### src/rtl/uart_byte_rx.sv
// 8N1 UART receiver: 2-flop synchronizer, mid-bit sampling FSM, registered
// rx_done / frame_err pulses and a BREAK state that swallows held-low lines.
module uart_byte_rx #(
  parameter int CLK_FREQ  = 25_000_000,
  parameter int BAUD_RATE = 115200
) (
  input  logic       clk,
  input  logic       rst,
  input  logic       rx,
  output logic [7:0] rx_data,
  output logic       rx_done,
  output logic       frame_err,
  output logic       busy
);

  localparam int BAUD_DIV = CLK_FREQ / BAUD_RATE;
  localparam int HALF     = BAUD_DIV / 2;
  localparam int CNT_W    = (BAUD_DIV > 1) ? $clog2(BAUD_DIV) : 1;
  localparam logic [CNT_W-1:0] CNT_FULL = CNT_W'(BAUD_DIV - 1);
  localparam logic [CNT_W-1:0] CNT_HALF = CNT_W'(HALF - 1);

  typedef enum logic [2:0] {IDLE, START, DATA, STOP, BREAK} state_t;

  state_t           state, state_next;
  logic             rx_meta, rx_s;
  logic [CNT_W-1:0] cnt;
  logic [2:0]       bit_idx;
  logic [7:0]       shift_reg;
  logic             cnt_full, cnt_half;
  logic             done_next, err_next, shift_en;

  assign cnt_full = (cnt == CNT_FULL);
  assign cnt_half = (cnt == CNT_HALF);
  assign busy     = (state != IDLE);

  // Idle-high reset value keeps a reset release from looking like a start edge
  always_ff @(posedge clk or posedge rst) begin
    if (rst) begin
      rx_meta <= 1'b1;
      rx_s    <= 1'b1;
    end else begin
      rx_meta <= rx;
      rx_s    <= rx_meta;
    end
  end

  always_ff @(posedge clk or posedge rst) begin
    if (rst) state <= IDLE;
    else     state <= state_next;
  end

  always_comb begin
    state_next = state;
    case (state)
      IDLE:  if (!rx_s) state_next = START;
      START: if (cnt_half) state_next = rx_s ? IDLE : DATA;
      DATA:  if (cnt_full && bit_idx == 3'd7) state_next = STOP;
      STOP:  if (cnt_full) state_next = rx_s ? IDLE : BREAK;
      BREAK: if (rx_s) state_next = IDLE;
      default: state_next = IDLE;
    endcase
  end

  always_comb begin
    done_next = 1'b0;
    err_next  = 1'b0;
    shift_en  = 1'b0;
    case (state)
      DATA:    shift_en  = cnt_full;
      STOP: begin
        done_next = cnt_full && rx_s;
        err_next  = cnt_full && !rx_s;
      end
      default: ;
    endcase
  end

  // Counter restarts on every state change and at each data-bit boundary
  always_ff @(posedge clk or posedge rst) begin
    if (rst) begin
      cnt <= '0;
    end else if (state_next != state || state == IDLE || state == BREAK ||
                 (state == DATA && cnt_full)) begin
      cnt <= '0;
    end else begin
      cnt <= cnt + CNT_W'(1);
    end
  end

  always_ff @(posedge clk or posedge rst) begin
    if (rst) begin
      bit_idx   <= 3'd0;
      shift_reg <= 8'h00;
    end else if (state == START) begin
      bit_idx <= 3'd0;
    end else if (shift_en) begin
      bit_idx   <= bit_idx + 3'd1;
      shift_reg <= {rx_s, shift_reg[7:1]};
    end
  end

  always_ff @(posedge clk or posedge rst) begin
    if (rst) begin
      rx_data   <= 8'h00;
      rx_done   <= 1'b0;
      frame_err <= 1'b0;
    end else begin
      rx_done   <= done_next;
      frame_err <= err_next;
      if (done_next) rx_data <= shift_reg;
    end
  end

endmodule
### config.mk
export PLATFORM = sky130hd
export DESIGN_NAME = uart_byte_rx
export DESIGN_NICKNAME = d
export VERILOG_FILES = /design/src/rtl/uart_byte_rx.sv
export SDC_FILE = /design/constraint.sdc
export NUM_CORES = 1
export LEC_CHECK = 0
export BUFFER_PORTS_ARGS = -buffer_cell sky130_fd_sc_hd__buf_2
export CAP_MARGIN = 20
export CORE_AREA = 2 2 62 64
export DETAILED_ROUTE_END_ITERATION = 6
export DIE_AREA = 0 0 64 66
export PLACE_DENSITY = 0.7
export SLEW_MARGIN = 20
export SYNTH_ARGS = -nofsm -noshare
export SYNTH_HDL_FRONTEND = slang
export SYNTH_SLANG_ARGS = --single-unit
### constraint.sdc
create_clock -name clk -period 2.2 [get_ports clk]
set_clock_uncertainty 0.1 [all_clocks]
set_input_delay 0.22 -clock clk [delete_from_list [all_inputs] [get_ports clk]]
set_output_delay 0.22 -clock clk [all_outputs]
set_load 0.03 [all_outputs]
==> impl_metrics.csv <==
group,metric,value,unit
sta,fin_setup_tns,0,ns
placed_design,gpl.final_weighted_congestion,0.7779,
sta,number_of_pins_with_negative_max_slew_slack_in_the_final_report,0,
clock_tree,cts_max_path_buffers,2,
placed_design,place.port_buffers,13,
placed_design,placement_stage_worst_setup_slack,0.07506,ns
global_route,track_usage,0.1489,
hold_path,hp-start,"rx_meta$_DFF_PP1_",
synthesis,ys_seq_area_frac,0.5554,
synthesis,synth_flop_cell,"dfrtp_1",
sta,tightestPinTransition,0.4558,ns
worst_setup_path,timing.critical_path.slowest_stage_cell,"dfrtp_1",
die,placement_rows,22,
placed_design,hpwlAfterDp,1.921,mm
die,ioPinCount,14,
sta,min_period,2.031,ns
clock_tree,worstSkewPairLatency,0.34,ns
sta,setup_viol,0,
worst_setup_path,type_of_destination_of_the_critical_path,"flop",
run_status,outcome,"complete, no violations",
final_layout,mostFrequentLayoutCells,"dfrtp_1, mux2_2, buf_2, nor2_1",
worst_setup_path,startpoint_type,"flop",
sta,final_critical_path_setup_slack,0.1685,ns
sta,max-slew-margin-rel,0.6961,
hold_path,worst_hold_path.num_cells,0,
route,via_count,1030,
synthesis,post_synth_main_area_contributors,"dfrtp_1, mux2_2, dfstp_2, ha_1, nor2_1",
final_layout,final_net_count,156,
die,die_boundary_height,66,um
synthesis,synth_top_cell_area_share,0.5212,
route,route.detailed.drc,0,
clock_tree,clkTransAtPathRegs,0.08,ns
worst_setup_path,path_cells,"inv_1 > ha_1 > and4b_2 > and3_1 > and3_2 > mux2_2",
global_route,grt_overflow,0,
synthesis,synth_warnings,0,
worst_setup_path,critPathRequiredTime,2.31,ns
worst_setup_path,worst_r2r_startpoint,"cnt[0]$_DFF_PP0_",
flow_run,maxCapViolCount,0,
route,detailedRoute.firstIterationViolations,44,
final_layout,layout_commonest_cell,"dfrtp_1",
global_route,grt_antenna_before_repair,0,
clock_tree,post-cts-setup-buffers,0,
worst_setup_path,critical_path_max_stage_delay,0.42,ns
clock_tree,cts_tree,"built",
final_layout,antenna-diode-count,0,
sta,upper_clock_frequency_limit,492.2,MHz
synthesis,synth.cell_area,1536,um^2
clock_tree,htree_levels,2,
sta,grt_setup_unrepaired,"false",
synthesis,net_count_after_synthesis,134,
final_layout,synthToLayoutAreaGrowth,14.90,%
synthesis,ys_async_sr_fraction,1.000,
hold_path,worstHoldPathType,"flop to flop",
synthesis,synth-edff-count,0,
die,floorplan.initialDensity,0.4327,
die,chipWidth,64,um
synthesis,postSynthRegisterBits,34,
sta,final-hold-violation-count,0,
global_route,maximum_number_of_pins_on_one_net_before_global_route_repair,35,
power,irDropWorstVdd,371.9,uV
worst_setup_path,r2r-end,"rx_data[2]$_DFFE_PP0P_",
hold_path,worst_hold_path.endpoint,"rx_s$_DFF_PP1_",
synthesis,synthCells,127,
clock_tree,cts_num_sinks,34,
worst_setup_path,timing.setup.critical_path_class,"flop to flop",
global_route,first_global_vias,1011,
die,design.core.area,3551,um^2
die,fp.dieArea,4224,um^2
worst_setup_path,r2r.worst_path.cells,6,
synthesis,post_synth_num_cell_types,35,
synthesis,syn-mean-instance-area,12.10,um^2
final_layout,fraction_of_final_layout_cells_with_drive_strength_greater_than_1,0.3400,
route,detail_route.vias_per_cell,5.202,
power,power.static_leakage,0.8494,nW
clock_tree,clk_root_buffer_cell,"clkbuf_4",
synthesis,synth.largest_area_cell,"dfrtp_1",
worst_setup_path,cp.buffers_inverters,1,
sta,finalCritPeriodShare,0.9234,
worst_setup_path,crit_family,"simple AND/OR/NAND/NOR gates",
global_route,grt_first_pass_wirelength,4.540,mm
route,detailedRoute.firstPassIterationCount,4,
worst_setup_path,cp.arrival,2.15,ns
worst_setup_path,worst-r2r-setup-slack,0.17,ns
clock_tree,number_of_buffers_inserted_during_clock_tree_synthesis,5,
route,finalWirelength,2.686,mm
worst_setup_path,highest_net_fanout_along_the_worst_path,9,
route,drt.antenna.violating_nets,0,
route,post_drt_wl_per_cell,13.57,um
power,power.density,567.3,nW/um^2
area by class of cell:
type / count / area, um^2
flip-flops and latches: 34 / 853.3
well taps: 48 / 60.06
clock inverters: 1 / 5.005
fillers: 312 / 1785
repair buffers: 20 / 135.1
clock buffers: 7 / 55.05
multi-input cells: 82 / 634.4
inverters: 6 / 22.52
cell usage after synthesis (3+ instances only):
| cell type | count |
|---|---|
| dfrtp_1 | 32 |
| mux2_2 | 16 |
| nor2_1 | 11 |
| inv_1 | 6 |
| o21ai_0 | 6 |
| nand3_1 | 5 |
| and3_1 | 4 |
| ha_1 | 4 |
| xnor2_1 | 4 |
| clkbuf_1 | 3 |
| nand2_1 | 3 |
| nand2b_1 | 3 |
| nor3_1 | 3 |
timing repair:
item	CTS	global route
endpoints found under the hold margin	33	0
setup endpoints to repair	0	8
resized for setup	0	1
hold buffers	2	0
metrics by stage:
| stage | area (um^2) | hold WS, ns | utilization | instances | power (mW) |
|---|---|---|---|---|---|
| floorplan | 1536 | 0.1245 | - | 127 | 0.6510 |
| global placement | 1684 | 0.2225 | 0.4743 | 188 | 0.6573 |
| detailed placement | 1684 | 0.2265 | 0.4743 | 188 | 0.6582 |
| CTS | 1764 | 0.2610 | 0.4968 | 198 | 1.020 |
| global route | 1765 | 0.2641 | 0.4972 | 198 | 1.046 |
| finish | 1765 | 0.2590 | 0.4972 | 198 | 1.002 |
worst max path at each step:
stage,from,end,cells after the start
after global routing,cnt[0]$_DFF_PP0_,cnt[0]$_DFF_PP0_,7
final,cnt[0]$_DFF_PP0_,rx_data[2]$_DFFE_PP0P_,6
after floorplan,cnt[0]$_DFF_PP0_,shift_reg[0]$_DFFE_PP0P_,6
after detailed placement,cnt[0]$_DFF_PP0_,rx_data[2]$_DFFE_PP0P_,6
after global placement,cnt[0]$_DFF_PP0_,rx_data[1]$_DFFE_PP0P_,6
after CTS,cnt[0]$_DFF_PP0_,rx_data[2]$_DFFE_PP0P_,6
routing by layer:
metal / up-vias / part of all wire / global-route usage
met5: - / 0 / 0
met4: 0 / 0.028 / 0.09783
met3: 8 / 0.048 / 0.04600
met2: 25 / 0.49 / 0.2318
met1: 510 / 0.43 / 0.1782
li1: 487 / - / -
report_power, final:
part / switching, mW / internal (mW) / total, mW
Combinational: 0.0130 / 0.00529 / 0.0183
Clock: 0.199 / 0.155 / 0.354
Sequential: 0.00175 / 0.628 / 0.630
cell families (layout without fill, tap and decap cells):
group	count (synthesis)	after routing	share of synthesized area
adders and majority gates	4	4	0.03257
xor gates and xnor gates	6	6	0.03420
buffers and inverters	11	34	0.03257
AOI/OAI and AO/OA	13	13	0.05375
muxes	16	16	0.1173
and+or+nand+nor	43	43	0.1743
DFF	34	34	0.5554
No activity file was read; power rests on OpenSTA's default activity.
